===== src/rtl/sram_slot_sched_if.sv =====
// Port bundle for sram_slot_sched: bus-phase input, host window, engine
// control and the SRAM pins.
interface sram_slot_sched_if #(
  parameter int AW = 20,
  parameter int LW = 16
);
  logic [2:0]    S;
  logic          HostReq;
  logic [AW-1:0] HostAddr;
  logic          HostnWE;
  logic          Start;
  logic          Copy;
  logic [AW-1:0] SrcAddr;
  logic [AW-1:0] DstAddr;
  logic [LW-1:0] Len;
  logic [7:0]    FillData;
  logic [7:0]    MemDin;
  logic [AW-1:0] MemA;
  logic          MemnCS;
  logic          MemnOE;
  logic          MemnWE;
  logic [7:0]    MemDout;
  logic          MemDOE;
  logic          HostGnt;
  logic          Busy;
  logic          Done;

  modport master (
    output S, HostReq, HostAddr, HostnWE, Start, Copy, SrcAddr, DstAddr,
           Len, FillData, MemDin,
    input  MemA, MemnCS, MemnOE, MemnWE, MemDout, MemDOE, HostGnt, Busy, Done
  );

  modport slave (
    input  S, HostReq, HostAddr, HostnWE, Start, Copy, SrcAddr, DstAddr,
           Len, FillData, MemDin,
    output MemA, MemnCS, MemnOE, MemnWE, MemDout, MemDOE, HostGnt, Busy, Done
  );
endinterface


===== src/rtl/sram_slot_sched.sv =====
// SRAM slot scheduler: slot A (S1..S3) always serves the fill/copy engine,
// slot B (S4..S7) serves the host when requested, otherwise the engine.
module sram_slot_sched #(
  parameter int AW = 20,
  parameter int LW = 16
) (
  input logic              C7M,
  input logic              RES,
  sram_slot_sched_if.slave bus
);

  typedef enum logic [1:0] {
    ST_IDLE = 2'd0,
    ST_RD   = 2'd1,
    ST_WR   = 2'd2
  } eng_state_t;

  localparam logic [AW-1:0] ONE_A = {{(AW-1){1'b0}}, 1'b1};
  localparam logic [LW-1:0] ONE_L = {{(LW-1){1'b0}}, 1'b1};

  eng_state_t    state_r;
  eng_state_t    state_nx_s;
  logic [AW-1:0] src_r;
  logic [AW-1:0] dst_r;
  logic [LW-1:0] cnt_r;
  logic [7:0]    buf_r;
  logic [7:0]    fill_r;
  logic          copy_r;
  logic          done_r;
  logic          gnt_r;
  logic          act_a_r;
  logic          act_b_r;

  logic          busy_s;
  logic          start_s;
  logic          len_zero_s;
  logic          eng_b_s;
  logic          bk_s;
  logic          last_s;
  logic          eng_rd_s;
  logic          eng_k_s;
  logic          eng_k1_s;
  logic          eng_k2_s;
  logic          host_s;
  logic          host_cs_s;
  logic [AW-1:0] eng_addr_s;

  assign busy_s     = (state_r != ST_IDLE);
  assign start_s    = bus.Start && !busy_s;
  assign len_zero_s = (bus.Len == {LW{1'b0}});
  // Engine owns slot B only if busy at S4 and the host was not granted at S3.
  assign eng_b_s    = busy_s && !gnt_r;
  assign bk_s       = ((bus.S == 3'd3) && act_a_r) || ((bus.S == 3'd6) && act_b_r);
  assign last_s     = (cnt_r == ONE_L);
  assign eng_rd_s   = (state_r == ST_RD);
  assign eng_addr_s = eng_rd_s ? src_r : dst_r;

  // Slot phase decode: k = address setup, k+1 = strobe, k+2 = hold/capture.
  assign eng_k_s   = ((bus.S == 3'd1) && busy_s) || ((bus.S == 3'd4) && eng_b_s);
  assign eng_k1_s  = ((bus.S == 3'd2) && act_a_r) || ((bus.S == 3'd5) && act_b_r);
  assign eng_k2_s  = ((bus.S == 3'd3) && act_a_r) || ((bus.S == 3'd6) && act_b_r);
  assign host_s    = gnt_r && (bus.S >= 3'd4);
  assign host_cs_s = host_s && (bus.S != 3'd4);

  assign bus.MemA    = (eng_k_s || eng_k1_s || eng_k2_s) ? eng_addr_s :
                       (host_s ? bus.HostAddr : {AW{1'b0}});
  assign bus.MemnCS  = !(eng_k1_s || eng_k2_s || host_cs_s);
  assign bus.MemnOE  = !(((eng_k1_s || eng_k2_s) && eng_rd_s) || (host_cs_s && bus.HostnWE));
  assign bus.MemnWE  = !((eng_k1_s && !eng_rd_s) ||
                         (host_s && ((bus.S == 3'd5) || (bus.S == 3'd6)) && !bus.HostnWE));
  assign bus.MemDOE  = (eng_k1_s || eng_k2_s) && !eng_rd_s;
  assign bus.MemDout = copy_r ? buf_r : fill_r;
  assign bus.HostGnt = host_s;
  assign bus.Busy    = busy_s;
  assign bus.Done    = done_r;

  // Engine next-state: moves only on a bookkeeping edge or an accepted Start.
  always_comb begin
    state_nx_s = state_r;
    case (state_r)
      ST_IDLE: begin
        if (start_s && !len_zero_s) begin
          state_nx_s = bus.Copy ? ST_RD : ST_WR;
        end else begin
          state_nx_s = ST_IDLE;
        end
      end
      ST_RD: begin
        if (bk_s) begin
          state_nx_s = ST_WR;
        end else begin
          state_nx_s = ST_RD;
        end
      end
      ST_WR: begin
        if (bk_s && last_s) begin
          state_nx_s = ST_IDLE;
        end else if (bk_s && copy_r) begin
          state_nx_s = ST_RD;
        end else begin
          state_nx_s = ST_WR;
        end
      end
      default: state_nx_s = ST_IDLE;
    endcase
  end

  // Engine state register.
  always_ff @(posedge C7M) begin
    if (RES) begin
      state_r <= ST_IDLE;
    end else begin
      state_r <= state_nx_s;
    end
  end

  // Slot ownership, transfer registers and completion pulse.
  always_ff @(posedge C7M) begin
    if (RES) begin
      src_r   <= {AW{1'b0}};
      dst_r   <= {AW{1'b0}};
      cnt_r   <= {LW{1'b0}};
      buf_r   <= 8'h00;
      fill_r  <= 8'h00;
      copy_r  <= 1'b0;
      done_r  <= 1'b0;
      gnt_r   <= 1'b0;
      act_a_r <= 1'b0;
      act_b_r <= 1'b0;
    end else begin
      done_r <= 1'b0;

      case (bus.S)
        3'd3:                gnt_r <= bus.HostReq;
        3'd4, 3'd5, 3'd6:    gnt_r <= gnt_r;
        default:             gnt_r <= 1'b0;
      endcase

      // An out-of-sequence S drops any half-open slot; the engine holds.
      case (bus.S)
        3'd1:    act_a_r <= busy_s;
        3'd2:    act_a_r <= act_a_r;
        default: act_a_r <= 1'b0;
      endcase

      case (bus.S)
        3'd4:    act_b_r <= eng_b_s;
        3'd5:    act_b_r <= act_b_r;
        default: act_b_r <= 1'b0;
      endcase

      if (start_s) begin
        if (len_zero_s) begin
          done_r <= 1'b1;
        end else begin
          src_r  <= bus.SrcAddr;
          dst_r  <= bus.DstAddr;
          cnt_r  <= bus.Len;
          fill_r <= bus.FillData;
          copy_r <= bus.Copy;
        end
      end else if (bk_s && (state_r == ST_RD)) begin
        buf_r <= bus.MemDin;
        src_r <= src_r + ONE_A;
      end else if (bk_s && (state_r == ST_WR)) begin
        dst_r <= dst_r + ONE_A;
        cnt_r <= cnt_r - ONE_L;
        done_r <= last_s;
      end else begin
        src_r <= src_r;
      end
    end
  end

endmodule

===== src/flat_wrapper.sv =====
// flat-port wrapper written by rule: the top's interface ports become plain ports
module sram_slot_sched_flat 
#(
  parameter int AW = 20,
  parameter int LW = 16
)
  (C7M, RES, bus_S, bus_HostReq, bus_HostAddr, bus_HostnWE, bus_Start, bus_Copy, bus_SrcAddr, bus_DstAddr, bus_Len, bus_FillData, bus_MemDin, bus_MemA, bus_MemnCS, bus_MemnOE, bus_MemnWE, bus_MemDout, bus_MemDOE, bus_HostGnt, bus_Busy, bus_Done);
  sram_slot_sched_if #(.AW(AW), .LW(LW)) bus_i ();
  input logic C7M;
  input logic RES;
  input wire logic [$bits(bus_i.S)-1:0] bus_S;
  input wire logic [$bits(bus_i.HostReq)-1:0] bus_HostReq;
  input wire logic [$bits(bus_i.HostAddr)-1:0] bus_HostAddr;
  input wire logic [$bits(bus_i.HostnWE)-1:0] bus_HostnWE;
  input wire logic [$bits(bus_i.Start)-1:0] bus_Start;
  input wire logic [$bits(bus_i.Copy)-1:0] bus_Copy;
  input wire logic [$bits(bus_i.SrcAddr)-1:0] bus_SrcAddr;
  input wire logic [$bits(bus_i.DstAddr)-1:0] bus_DstAddr;
  input wire logic [$bits(bus_i.Len)-1:0] bus_Len;
  input wire logic [$bits(bus_i.FillData)-1:0] bus_FillData;
  input wire logic [$bits(bus_i.MemDin)-1:0] bus_MemDin;
  output wire logic [$bits(bus_i.MemA)-1:0] bus_MemA;
  output wire logic [$bits(bus_i.MemnCS)-1:0] bus_MemnCS;
  output wire logic [$bits(bus_i.MemnOE)-1:0] bus_MemnOE;
  output wire logic [$bits(bus_i.MemnWE)-1:0] bus_MemnWE;
  output wire logic [$bits(bus_i.MemDout)-1:0] bus_MemDout;
  output wire logic [$bits(bus_i.MemDOE)-1:0] bus_MemDOE;
  output wire logic [$bits(bus_i.HostGnt)-1:0] bus_HostGnt;
  output wire logic [$bits(bus_i.Busy)-1:0] bus_Busy;
  output wire logic [$bits(bus_i.Done)-1:0] bus_Done;
  assign bus_i.S = bus_S;
  assign bus_i.HostReq = bus_HostReq;
  assign bus_i.HostAddr = bus_HostAddr;
  assign bus_i.HostnWE = bus_HostnWE;
  assign bus_i.Start = bus_Start;
  assign bus_i.Copy = bus_Copy;
  assign bus_i.SrcAddr = bus_SrcAddr;
  assign bus_i.DstAddr = bus_DstAddr;
  assign bus_i.Len = bus_Len;
  assign bus_i.FillData = bus_FillData;
  assign bus_i.MemDin = bus_MemDin;
  assign bus_MemA = bus_i.MemA;
  assign bus_MemnCS = bus_i.MemnCS;
  assign bus_MemnOE = bus_i.MemnOE;
  assign bus_MemnWE = bus_i.MemnWE;
  assign bus_MemDout = bus_i.MemDout;
  assign bus_MemDOE = bus_i.MemDOE;
  assign bus_HostGnt = bus_i.HostGnt;
  assign bus_Busy = bus_i.Busy;
  assign bus_Done = bus_i.Done;
  sram_slot_sched #(.AW(AW), .LW(LW)) u_core (.C7M(C7M), .RES(RES), .bus(bus_i));
endmodule

===== config.mk =====
export PLATFORM = sky130hd
export DESIGN_NAME = sram_slot_sched_flat
export DESIGN_NICKNAME = d
export VERILOG_FILES = /design/src/rtl/sram_slot_sched_if.sv /design/src/rtl/sram_slot_sched.sv /design/src/flat_wrapper.sv
export SDC_FILE = /design/constraint.sdc
export NUM_CORES = 1
export LEC_CHECK = 0
export BUFFER_PORTS_ARGS = -buffer_cell sky130_fd_sc_hd__buf_2
export CAP_MARGIN = 15
export CORE_ASPECT_RATIO = 1.75
export CORE_MARGIN = 3
export CORE_UTILIZATION = 53
export CTS_CLUSTER_SIZE = 40
export DETAILED_ROUTE_END_ITERATION = 8
export GPL_TIMING_DRIVEN = 1
export PLACE_DENSITY = 0.8
export SLEW_MARGIN = 0
export SYNTH_ARGS = -nofsm -noshare
export SYNTH_HDL_FRONTEND = slang
export SYNTH_SLANG_ARGS = --single-unit
export TNS_END_PERCENT = 5

===== constraint.sdc =====
create_clock -name C7M -period 2.65 [get_ports C7M]
set_input_delay 0 -clock C7M [delete_from_list [all_inputs] [get_ports C7M]]
set_output_delay 0 -clock C7M [all_outputs]
set_load 0.1 [all_outputs]

After elaboration in Yosys (flattened, before gate mapping)
Index checks and enable logic that the tools add are counted.

cells by class
  $add $sub $neg = 3
  $lt $le $gt $ge = 1
  equal/unequal tests = 12
  muxes and demuxes = 28
  bitwise logic cells = 2
  reduce and logical (&&, ||, !) cells = 49

operator list
  operator                                                   number
  two-way mux 20 bit                                         10
  two-way mux 16 bit                                         4
  adder 20 x 1 -> 20 bit (second input constant)             2
  logical AND 1 bit                                          21
  equality test 16 x 1 -> 1 bit (second input constant)      1
  logical NOT 16 bit                                         1
  subtractor 16 x 1 -> 16 bit (second input constant)        1
  logical OR 1 bit                                           10
  two-way mux 2 bit                                          5
  equality test 3 bit (second input constant)                3
  logical NOT 1 bit                                          8
  two-way mux 8 bit                                          1
  equality test 3 x 2 -> 1 bit (second input constant)       2
  one-hot mux 1 bit (2 select lines)                         3
  one-hot mux 2 bit (3 select lines)                         1
  AND reduction 2 bit                                        3
  nonzero test 2 bit                                         3
  two-way mux 1 bit                                          4
  equality test 3 x 1 -> 1 bit (second input constant)       1
  greater-or-equal comparator 3 bit (second input constant)  1
  inequality test 3 bit (second input constant)              1
  AND reduction 3 bit                                        1
  OR reduction 3 bit                                         1
  equality test 2 x 1 -> 1 bit (second input constant)       1
  5 further kinds                                            6

word-level totals
  register bits after elaboration = 79
  input bits = 101
  logic and storage cells = 106

Depth between registers and ports, before layout
Gate-level depths: netlist of run 1.

  depth in word-level cells = 7
  depth in mapped cells = 8
  mapped depth without buffers = 7

Worst setup path after synthesis of run 1
No wires, ideal clock.

  path type = reg-to-output
  start = register u_core.state_r[1]
  end = output bus_MemA[0]
  arrival time = 3.433 ns
  data required time = 2.650 ns
  path slack = -0.783 ns
  stages on the path, launching flop included = 6
  buffers on the path = 2
  path through = dfxtp_1 -> nand2b_1 -> clkbuf_1 -> buf_1 -> mux2i_1 -> o21ai_0

on the way
  cells in the longest elaborated chain, start to end = 7
  elaborated cells between the ends (all ways) = 10

RTL lines
  what                            RTL line                text
  start: declaration              sram_slot_sched.sv:21   eng_state_t state_r;
  start signal: assignment        sram_slot_sched.sv:113  state_r <= state_nx_s;
  nonzero test 2 bit              sram_slot_sched.sv:48   assign busy_s = (state_r != ST_IDLE);
  logical AND 1 bit               sram_slot_sched.sv:52   assign eng_b_s = busy_s && !gnt_r;
  logical AND 1 bit               sram_slot_sched.sv:59   assign eng_k_s = ((bus.S == 3'd1) && busy_s) || ((bus.S == 3'd4) && eng_b_s);
  logical OR 1 bit                sram_slot_sched.sv:59
  logical OR 1 bit (2 in series)  sram_slot_sched.sv:65   assign bus.MemA = (eng_k_s || eng_k1_s || eng_k2_s) ? eng_addr_s :
  two-way mux 20 bit *            sram_slot_sched.sv:65
  end: declaration                flat_wrapper.sv:22      output wire logic [$bits(bus_i.MemA)-1:0] bus_MemA;

Every way passes the cells marked *; elsewhere a longest branch is shown, timed or not.

Worst setup path in the final report of run 1
  start = input bus_S[1]
  end = output bus_MemA[12]

on the way
  cells in the longest elaborated chain, start to end = 6
  elaborated cells between the ends (all ways) = 21

RTL lines
  what                                                                       RTL line               text
  start: declaration                                                         flat_wrapper.sv:11     input wire logic [$bits(bus_i.S)-1:0] bus_S;
  branches (longest 5 deep; another with greater-or-equal comparator 3 bit)  n/a
  two-way mux 20 bit *                                                       sram_slot_sched.sv:65

Mark *: on every way between the ends.

==> reports/results.txt, run 1 <==
Proportion of layout cells with a drive suffix above 1: 0.2266. For the met1 global-route usage, the log shows 0.3470. The clock passes through at most 2 buffers.

Among all flip-flop cells after synthesis, the most frequent one is sky130_fd_sc_hd__dfxtp_1. In this run the worst hold path is classified as in -> reg. The met2 routing resource usage after global routing was 0.5789.

The post-DP HPWL is 12,200 um, and the post-layout instance area is 0.006785 sq mm. The flow ran to the end, and the final reports show no timing, DRC or antenna violations. The setup slack of the most critical reg-to-reg path was 410 ps. The region available for standard cell placement spans 0.009209 sq mm.

The average detailed-routed wire length per instance was 17.93 um. The count of nets after finishing came out at 956. The tools report the number of failing setup endpoints in the final timing report as 0. The worst setup path is of the in -> out kind. The logs give 0.7368 for the share of the core filled with cells and 4.228 mW for the total power draw. The worst hold path passes through 4 cells.

Dividing the detail-routed via count by the number of cells gives 6.237. For the pin with the worst max-slew slack, the measured transition is 730.0 ps. For the first-pass GRT wire length, the log shows 27,660 um.

Setup repair after global routing left no endpoint under its margin. The logs give 0 ps for the final-layout setup total negative slack and 8.379 ps for the worst hold-check slack. The number of buffers inserted during clock tree synthesis is 9, and the remaining global-route overflow is 0. The final routed DRC violation total was 0; the worst setup slack after placement was 449.7 ps. Traced cell by cell, the critical path runs through dlygate4sd3_1 -> buf_2 -> xnor2_1 -> a2bb2oi_1 -> o31a_1 -> buf_4 -> nand3_1 -> o21ai_1 -> buf_12. The endpoint required time on the critical path was 2650 ps.

For the total die area, the log shows 0.01084 sq mm. The effective utilization at floorplan was 0.5516. After detailed routing, the total wire length is 17,500 um. Worst slew slack as a fraction of its limit: 0.5093.

The worst register-to-register path has a depth of 7. The max-slew violation count is 0. Timing would allow up to 415.7 MHz. Once detail routing completed, the nets flagged for antenna violations numbered 0. STA classifies the critical path startpoint as an input pin. The proportion of synthesized flip-flops having asynchronous set or reset was 0; the portion of synthesized cell area occupied by the leading cell type was 0.3113.

During I/O placement, the number of pins put on the boundary was 136. The startpoint of the lowest-slack hold path is bus_DstAddr[19]. The number of endpoints with negative hold slack in the final report is 0. The multi-input combinational cells in the finished layout cover a total of 0.003243 sq mm. TritonCTS built the clock tree. The final clock skew came out at 4.663 ps.

In this run the tool buffered the top-level ports with 135 buffer cells. 0 antenna diodes ended up in the layout. The number of design-rule violations left by the first detailed-router iteration is 561, and the global routing met3 resource utilization is 0.05526.

The total via count in the routed design came out at 6,087. The total number of H-tree levels came out at 3. Routability-driven placement finished with a final weighted congestion of 0.9255. The library cell used most frequently in the layout, excluding fill and tap cells, is sky130_fd_sc_hd__buf_2. The tools report the static leakage power as 2.651 nW. The number of enable-type register cells in the synthesized netlist is 0. The areal power density over the cells is 623.1 mW/mm^2.

The run gives 976 as the final non-filler cell total. The final worst-path cycle share was 0.9078; the count of unique library cells instantiated by Yosys was 55. In the post-route analysis, the smallest setup slack over all paths is 244.3 ps.

The number of maximum-capacitance violations was 0. The floorplan step set the die height to 135.5 um. The cell sitting at the root of the clock tree is a sky130_fd_sc_hd__clkbuf_16. The post-cts resize count came out at 0.

End point of the worst hold path: u_core.dst_r[19]. The die is 80.01 um wide. Among all stages on the critical path, the largest delay is contributed by sky130_fd_sc_hd__dlygate4sd3_1.

The top cell types in the final layout, fill and taps aside, are 115 x sky130_fd_sc_hd__buf_2, 106 x sky130_fd_sc_hd__nand2_1, 92 x sky130_fd_sc_hd__a21oi_1. The all-layer global routing usage was 0.3193; the placed instance count was 931. During synthesis, Yosys emitted a total of 0 warnings. For the post-synthesis cell count, the log shows 714. Synthesis inferred 79 register bits.

Clock-pin slew was measured on the worst setup and hold paths at 60 ps. The highest ir drop seen on vdd is 0.3960 mV. After detailed placement, the total cell area comes to 0.006148 sq mm.

After filler insertion, the fill cell instance count of the layout stands at 741. The post-synthesis sequential area ratio came out at 0.3113. The post-synth net total was 819. By area the synthesized netlist is led by sky130_fd_sc_hd__dfxtp_1 31%, sky130_fd_sc_hd__a21oi_1 9.1%, sky130_fd_sc_hd__nand2_1 7.8%. The first-pass detailed-route iteration total is 5.

The global routing stage identified its most utilized layer as met2. In this run the critical register-to-register path is launched from u_core.cnt_r[0]. In the final layout, flip-flops and latches occupy 0.001582 sq mm. The largest single stage delay on the critical path is 530 ps. The run gives 5,875 as the via count of the first global-routing pass. After synthesis the cells add up to 0.005080 sq mm. The largest area contributor in the netlist was sky130_fd_sc_hd__dfxtp_1. At the later pin of the worst-skew pair, clock insertion delay measures 350 ps. Largest net degree at the start of global routing: 116. The run gives 0 as the number of setup buffers added after CTS.

Number of placement rows: 46. The maximum net fanout on the critical path was 40. The tools report the data arrival time at the worst-slack endpoint as 2410 ps. The endpoint identified for the worst register-to-register timing path is u_core.cnt_r[14]. The worst setup path is captured at an output pin. Each instance of the synthesized netlist takes up on average 7.115 sq um.

The initial antenna violation count was 0; the minimum period implied by the final worst setup slack was 2406 ps. The area growth from synthesis to layout came out at 33.57%. The tree built by TritonCTS fans out to 79 sinks.
[synthesized netlist by cell type, types with 3 or more instances]
| library cell | instances |
|---|---|
| sky130_fd_sc_hd__buf_2 | 13 |
| sky130_fd_sc_hd__ha_1 | 4 |
| sky130_fd_sc_hd__nand2b_1 | 11 |
| sky130_fd_sc_hd__o31ai_1 | 7 |
| sky130_fd_sc_hd__clkbuf_1 | 40 |
| sky130_fd_sc_hd__mux2_2 | 9 |
| sky130_fd_sc_hd__a311oi_1 | 5 |
| sky130_fd_sc_hd__or2_2 | 6 |
| sky130_fd_sc_hd__nand2_1 | 106 |
| sky130_fd_sc_hd__a22o_1 | 8 |
| sky130_fd_sc_hd__nand3_1 | 35 |
| sky130_fd_sc_hd__inv_1 | 8 |
| sky130_fd_sc_hd__o21ai_1 | 4 |
| sky130_fd_sc_hd__a21oi_1 | 92 |
| sky130_fd_sc_hd__nand4_1 | 18 |
| sky130_fd_sc_hd__o32ai_1 | 6 |
| sky130_fd_sc_hd__nor4_1 | 13 |
| sky130_fd_sc_hd__nor3_1 | 16 |
| sky130_fd_sc_hd__or3_1 | 6 |
| sky130_fd_sc_hd__mux2i_1 | 19 |
| sky130_fd_sc_hd__a31oi_1 | 12 |
| sky130_fd_sc_hd__a211oi_1 | 9 |
| sky130_fd_sc_hd__o21ai_0 | 63 |
| sky130_fd_sc_hd__a21o_1 | 12 |
| sky130_fd_sc_hd__nor3b_1 | 7 |
| sky130_fd_sc_hd__nor2_1 | 57 |
| sky130_fd_sc_hd__dfxtp_1 | 79 |
| sky130_fd_sc_hd__buf_1 | 4 |
| sky130_fd_sc_hd__a22oi_1 | 3 |
| sky130_fd_sc_hd__o31a_1 | 5 |
[worst max-delay path, delay by kind of cell]
family                 cells  cell delay [ps]
AO/OA/AOI/OAI              3              670
XOR/XNOR                   1              260
buffers and inverters      4             1300
AND/OR/NAND/NOR            1              160
[power by group]
group | total [mW] | switching (mW) | internal, mW
Sequential | 1.45 | 0.151 | 1.30
Clock | 1.44 | 0.523 | 0.921
Combinational | 1.34 | 0.831 | 0.504
Total | 4.23 | 1.51 | 2.72
[cell type report]
cell class                 count  share of cell area
multi-input combinational    570              0.4780
sequential                    79              0.2331
timing repair buffer         183              0.2113
clock buffer                   9             0.03319
tap                          120             0.02213
clock inverter                 7             0.01789
inverter                       8            0.004426
[sequential cells by signal (all words and copies together) (netlist names)]
| signal | flops |
|---|---|
| u_core.bus.Done | 1 |
| u_core.act_b_r | 1 |
| u_core.buf_r | 8 |
| u_core.cnt_r | 16 |
| u_core.act_a_r | 1 |
| u_core.copy_r | 1 |
| u_core.dst_r | 20 |
| u_core.fill_r | 8 |
| u_core.gnt_r | 1 |
| u_core.src_r | 20 |
| u_core.state_r | 2 |
[layer usage]
layer / up-vias / wire length, um
li1: 2887 / -
met1: 2851 / 6479
met3: 59 / 1141
met2: 290 / 9161
met4: 0 / 716
met5: - / 0
[how the worst max path moves through the flow]
| stage | cells after the start | slack [ps] | to | from |
|---|---|---|---|---|
| after global placement | 7 | 510 | u_core.cnt_r[14] | u_core.cnt_r[0] |
| after detailed placement | 7 | 450 | u_core.cnt_r[14] | u_core.cnt_r[0] |
| after floorplan | 5 | -490 | bus_MemA[19] | u_core.gnt_r |
| after global routing | 9 | 110 | bus_MemA[12] | bus_S[1] |
| final | 9 | 240 | bus_MemA[12] | bus_S[1] |
| after CTS | 9 | 280 | bus_MemA[12] | bus_S[1] |
[what timing repair did]
item                                    4_1_cts  5_1_grt
hold buffers                                 29        0
endpoints found under the hold margin        29        0
endpoints found under the setup margin        0        0
[kinds of logic after synthesis]
family,count (synthesis),synth area share
buffers and inverters,65,0.05123
adders and majority gates,4,0.009853
DFF,79,0.3113
AOI/OAI and AO/OA,240,0.2845
muxes,28,0.05739
xor gates and xnor gates,3,0.005173
and+or+nand+nor,295,0.2805
Power figures use the tool's default switching activity.
==> inputs of run 2 (changes only) <==
==> constraint.sdc (replaced) <==
create_clock -name C7M -period 2.4 [get_ports C7M]
set_input_delay 0 -clock C7M [delete_from_list [all_inputs] [get_ports C7M]]
set_output_delay 0 -clock C7M [all_outputs]
set_load 0.1 [all_outputs]
==> reports/results.txt, run 2 (synthesis results as in run 1) <==
The insertion delay to the later sink of the worst-skew pair was 340 ps; the vertical die dimension was 135.5 um. The tools report the max-slew violation count as 0. The library cell used most frequently in the layout, excluding fill and tap cells, is sky130_fd_sc_hd__buf_2. The logs give 2200 ps for the data arrival time at the worst-slack endpoint and 981 for the final non-filler cell total.

The run gives 0 as the number of maximum-capacitance violations. Setup repair after global routing left no endpoint under its margin. For the area of the core, the log shows 0.009209 sq mm. The worst setup path is captured at an output pin. In the final layout, the registers with the most flip-flops are u_core.dst_r (20), u_core.src_r (20), u_core.cnt_r (16). The final routed DRC violation total was 0; the pin slew with the least headroom to its limit was 760.7 ps.

Detailed routing inserted a total of 6,139 vias. TritonCTS built the clock tree. Clock tree synthesis inserted a total of 9 buffers.

During I/O placement, the number of pins put on the boundary was 136. Wires add up to 17,570 um. The tools report the final clock skew as 5.106 ps.

Dividing the detail-routed via count by the number of cells gives 6.258. 0 antenna diodes ended up in the layout. Including well taps, the total number of placed cells is 940. Final hold analysis gives a worst-case slack of 0.2955 ps. The critical path goes through dlygate4sd3_1 -> buf_2 -> xnor2_2 -> a2bb2oi_1 -> o31a_1 -> buf_4 -> nand3_1 -> o21ai_1 -> buf_12. The tools report the total number of H-tree levels as 3. The remaining global-route overflow is 0. The width of the chip came out at 80.01 um. Final-layout setup total negative slack: 0 ps. The tools report the count of nets after finishing as 961. The top cell types in the final layout, fill and taps aside, are 115 x sky130_fd_sc_hd__buf_2, 106 x sky130_fd_sc_hd__nand2_1, 92 x sky130_fd_sc_hd__a21oi_1.

The worst path needs 2205 ps of the cycle, external delays included. The total die area is 0.01084 sq mm, and the total cell area at the placement stage is 0.006228 sq mm. The post-CTS clock slew at the launch and capture registers of the worst setup and hold paths was 60 ps.

The number of I/O port buffers is 135. The completed layout was analyzed and its total power is 4.652 mW. The tools report the type of element launching the critical path as an input pin. Compared with the post-synthesis result, the final layout area differs by 34.46%. The run gives 27,660 um as the first-pass GRT wire length. The worst hold path belongs to the class in -> reg. The run gives 0.5667 mV as the highest ir drop seen on vdd. The post-layout instance area is 0.006830 sq mm, and the final worst-path cycle share is 0.9186.

The proportion of layout cells with a drive suffix above 1 came out at 0.2358. The tree is rooted in a sky130_fd_sc_hd__clkbuf_16. The kind of critical path is in -> out. In this run the post-CTS setup repair buffer count came out at 0. Routability-driven placement finished with a final weighted congestion of 0.9490. The logs give 46 for the number of placement rows and 195.4 ps for the final worst setup slack. The run finished with clean final reports. The logs give 453.6 MHz for the maximum clock frequency and 2400 ps for the endpoint required time on the critical path. In this run the static leakage power is 2.697 nW. The post-DP HPWL was 12,360 um. The initial antenna violation count was 0.

The kind of cell with the highest combined delay along the critical path is buffers and inverters. The via count of the first global-routing pass came out at 5,894. The number of buffers and inverters on the critical path was 4. The maximum single-stage delay on the critical path is 530 ps, and the number of buffers on the longest clock path is 2. The first detailed-routing pass ran for 6 iterations. The number of endpoints with negative hold slack in the final report is 0. The run gives 55 as the largest net degree at the start of global routing. For the number of design-rule violations left by the first detailed-router iteration, the log shows 591. The logs give 0.4923 for the worst slew slack as a fraction of its limit and 709 for the filler cell count in the final layout. The run gives 0 as the number of failing setup endpoints in the final timing report.

The share of the core filled with cells came out at 0.7417. For this design the ratio of total power to cell area is 681.1 mW/mm^2. The highest-delay cell along the critical path is sky130_fd_sc_hd__dlygate4sd3_1. Number of nets with antenna violations after routing: 0. The tools report the TritonCTS sink count as 79. After detailed routing, the average wire length per cell comes to 17.91 um. Of all nets on the critical path, the largest fanout is 20.

At the placement stage, the worst setup path has a slack of 264.3 ps. For the all-layer global routing usage, the log shows 0.3213. The tools report the effective utilization at floorplan as 0.5516.
[run 2: cell count changes in the layout (fill, tap and decap cells not counted), sizes merged]
cell         change
buf              +9
clkinvlp         -3
clkinv           -1
clkbuf           +5
bufinv           -1
dlygate4sd3      -4
[run 2: layout make-up]
class                      count  area (sq um)  area share
inverter                       8         30.03    0.004396
multi-input combinational    570          3251      0.4759
clock inverter                 2         60.06    0.008793
clock buffer                  14         284.0     0.04158
tap                          120         150.1     0.02198
sequential                    79          1582      0.2315
timing repair buffer         188          1474      0.2158
[run 2: worst paths after layout]
path	slack, ps	end	from	cells past startpoint
setup / recovery	200	bus_MemA[13]	bus_S[1]	9
hold / removal	0.3	u_core.dst_r[17]	bus_DstAddr[17]	4
setup reg to reg	220	u_core.cnt_r[14]	u_core.cnt_r[0]	7
hold reg to reg	460	u_core.fill_r[0]	u_core.fill_r[0]	2
[run 2: power breakdown]
part           internal [mW]  total, mW  leakage, nW  switching (mW)
Clock                   1.02       1.55        0.169           0.527
Combinational          0.581       1.50         1.88           0.924
Sequential              1.43       1.60        0.644           0.163
[run 2: tightest hold or removal path, cell delays in order]
cell and delay (ps):
sky130_fd_sc_hd__buf_2 90, sky130_fd_sc_hd__nand2_1 40, sky130_fd_sc_hd__a21o_1 100, sky130_fd_sc_hd__a21oi_1 50
[run 2: repair_timing]
item                                    in CTS  in global routing
endpoints found under the setup margin       0                  5
hold endpoints to repair                    25                  0
hold buffers                                25                  0
gates resized for setup                      0                  1
[run 2: routing by layer]
layer  vias to the layer above  GRT usage  part of all wire
met4                         0     0.2011             0.051
met5                         -          0                 0
met3                        70    0.05060             0.068
met1                      2837     0.3376              0.35
li1                       2897          -                 -
met2                       335     0.5793              0.53
==> inputs of run 3 (changes only) <==
--- a/config.mk
+++ b/config.mk
@@ -9,11 +9,12 @@
 export CAP_MARGIN = 15
 export CORE_ASPECT_RATIO = 1.75
 export CORE_MARGIN = 3
-export CORE_UTILIZATION = 53
+export CORE_UTILIZATION = 54
 export CTS_CLUSTER_SIZE = 40
 export DETAILED_ROUTE_END_ITERATION = 8
 export GPL_TIMING_DRIVEN = 1
-export PLACE_DENSITY = 0.8
+export MAX_ROUTING_LAYER = met4
+export PLACE_DENSITY = 0.82
 export SLEW_MARGIN = 0
 export SYNTH_ARGS = -nofsm -noshare
 export SYNTH_HDL_FRONTEND = slang
==> reports/results.txt, run 3 (synthesis results as in run 1) <==
Counting I/O delays and the setup requirement, the final critical path takes 2247 ps. For the worst setup path, the data required time is 2400 ps. In the layout the commonest cells are 115 x sky130_fd_sc_hd__buf_2, 106 x sky130_fd_sc_hd__nand2_1, 92 x sky130_fd_sc_hd__a21oi_1. The final clock skew was 7.553 ps; the proportion of layout cells with a drive suffix above 1 was 0.2349. After filler insertion, the fill cell instance count of the layout stands at 719. Of all nets on the critical path, the largest fanout is 20. The number of buffers on the longest clock path is 2, and the area of the core is 0.009094 sq mm. TritonCTS built the clock tree. The worst hold path passes through 3 cells.

Data arrives at the worst endpoint at 2250 ps. The run gives 0 as the initial antenna violation count. The tools report the maximum clock frequency as 445.1 MHz. In this run the worst hold path is classified as in -> reg. The tools report the part of the total power dissipated in sequential elements as 0.342.

The flow ran to the end, and the final reports show no timing, DRC or antenna violations. During placement, the flow inserted port buffers numbering 135. In this run the most critical hold path is launched from bus_DstAddr[3]. STA classifies the critical path endpoint as an output pin.

For this run, design rule violations remaining after detail routing come to 0. For this design the ratio of total power to cell area is 687.4 mW/mm^2. For this block, the via count after detailed routing is 6,100. Entering global routing, the biggest net connects 70 pins.

The run gives 0 as the number of diodes added for antenna fixing. The detail route stage leaves a number of antenna-violating nets equal to 0. The number of hold-repair buffers added at the cts stage is 25, and the width of the chip is 79.32 um. The total die area is 0.01065 sq mm, and the internal power is 3.022 mW.

The type of element launching the critical path was an input pin. The switching power summed over all nets was 1.647 mW; the total power draw was 4.668 mW. The number of clock buffers added by TritonCTS is 9. In this run, the number of DRC markers left after iteration 0 of detailed routing was 499. In the routed layout, each cell is associated on average with a via count of 6.224.

The run gives 46 as the number of placement rows. Clock-pin slew was measured on the worst setup and hold paths at 60 ps. The final worst-path cycle share is 0.9361. The worst hold path terminates at u_core.dst_r[3].

Relative to the synthesized area, the layout overhead comes to 33.69%. Across the VDD grid, the largest voltage drop is 0.5554 mV. The end of the worst register-to-register path is u_core.cnt_r[14].

The via count of the first global-routing pass was 6,157; the static leakage power was 2.674 nW. The first detailed-routing pass ran for 5 iterations. In the final layout, the registers with the most flip-flops are u_core.dst_r (20), u_core.src_r (20), u_core.cnt_r (16). For the portion of total power attributed to the clock network, the log shows 0.340. The combinational share of power is 0.318. The number of endpoints with negative hold slack in the final report is 0, and the average detailed-routed wire length per instance is 17.84 um.

The critical path in this run is classified as in -> out. The logs give 3 for the total number of H-tree levels and 12,370 um for the post-DP HPWL. The run gives 960 as the count of nets after finishing.

In this run the critical register-to-register path is launched from u_core.cnt_r[0]. The run gives 0.4033 as the worst slew slack as a fraction of its limit. Setup repair after global routing left no endpoint under its margin.

The max-slew violation count is 0, and the number of cells on the worst reg-to-reg path is 7. The tools report the routability congestion estimate from global placement as 0.9053. The vertical die dimension came out at 134.3 um. In this run the clock root is driven by a sky130_fd_sc_hd__clkbuf_16. The routed design has 17,490 um of wire. For the number of setup buffers added after CTS, the log shows 0. The proportion of total power due to net switching was 0.3528; the final-layout setup total negative slack was 0 ps. The later pin in the worst-skew pair is clocked with a latency of 340 ps. The first global-routing pass estimated 28,060 um of wire.

The remaining global-route overflow is 0, and the number of primary I/O pins is 136. For the TritonCTS sink count, the log shows 79. The all-layer global routing usage was 0.3350.

The library cell used most frequently in the layout, excluding fill and tap cells, is sky130_fd_sc_hd__buf_2. The pin slew with the least headroom to its limit came out at 895.0 ps. The tools report the setup slack of the most critical reg-to-reg path as 220 ps. For the number of maximum-capacitance violations, the log shows 0.

Setup violations remaining at the end of the flow were counted as 0. The post-cts resize count was 0; the effective utilization at floorplan was 0.5586.
run 3: power groups by stage:
stage / clock, mW / sequential [mW] / combinational, mW
2_1_floorplan: 0 / 1.57 / 1.06
3_3_place_gp: 0 / 1.60 / 1.38
3_5_place_dp: 0 / 1.61 / 1.42
4_1_cts: 1.59 / 1.59 / 1.46
5_1_grt: 1.64 / 1.61 / 1.61
6_report: 1.59 / 1.60 / 1.48
run 3: area by class of cell:
type                            count  area [sq um]  share of cell area
Multi-Input combinational cell    570          3243              0.4775
Tap cell                          120         150.1             0.02211
Inverter                            8         30.03            0.004422
Clock buffer                        9         225.2             0.03316
Sequential cell                    79          1582              0.2329
Clock inverter                      7         120.1             0.01769
Timing Repair Buffer              187          1441              0.2122
run 3: layer usage:
layer / vias up / share of wire / global-route usage
met4: 0 / 0.046 / 0.2036
met3: 78 / 0.073 / 0.04704
met5: - / 0 / -
li1: 2892 / - / -
met2: 324 / 0.52 / 0.5971
met1: 2806 / 0.36 / 0.3380
run 3: worst max path at each step:
stage	startpoint	endpoint	slack, ps	cells past startpoint
finish	bus_S[1]	bus_MemA[5]	150	9
CTS	bus_S[1]	bus_MemA[5]	150	9
global placement	u_core.cnt_r[0]	u_core.cnt_r[14]	280	7
floorplan	u_core.state_r[1]	bus_MemA[0]	-280	5
global route	bus_S[1]	bus_MemA[5]	8	9
detailed placement	u_core.cnt_r[0]	u_core.cnt_r[14]	270	7
run 3: through the flow:
stage	worst slack, ps	hold WS [ps]	area (sq um)	instances	util
final	153.4	2.783	6792	980	0.7468
after CTS	150.3	1.749	6792	980	0.7468
after detailed placement	269.0	248.9	6196	939	0.6813
after global routing	8.337	29.34	6792	980	0.7468
after global placement	282.7	245.8	6196	939	0.6813
after floorplan	-284.1	79.31	5080	714	-
run 3: critical path, cell delays in order:
cell and delay (ps):
sky130_fd_sc_hd__dlygate4sd3_1 530, sky130_fd_sc_hd__buf_2 190, sky130_fd_sc_hd__xnor2_1 290, sky130_fd_sc_hd__a2bb2oi_1 260
sky130_fd_sc_hd__o31a_1 190, sky130_fd_sc_hd__buf_4 230, sky130_fd_sc_hd__nand3_1 130, sky130_fd_sc_hd__o21ai_1 200
sky130_fd_sc_hd__buf_12 210
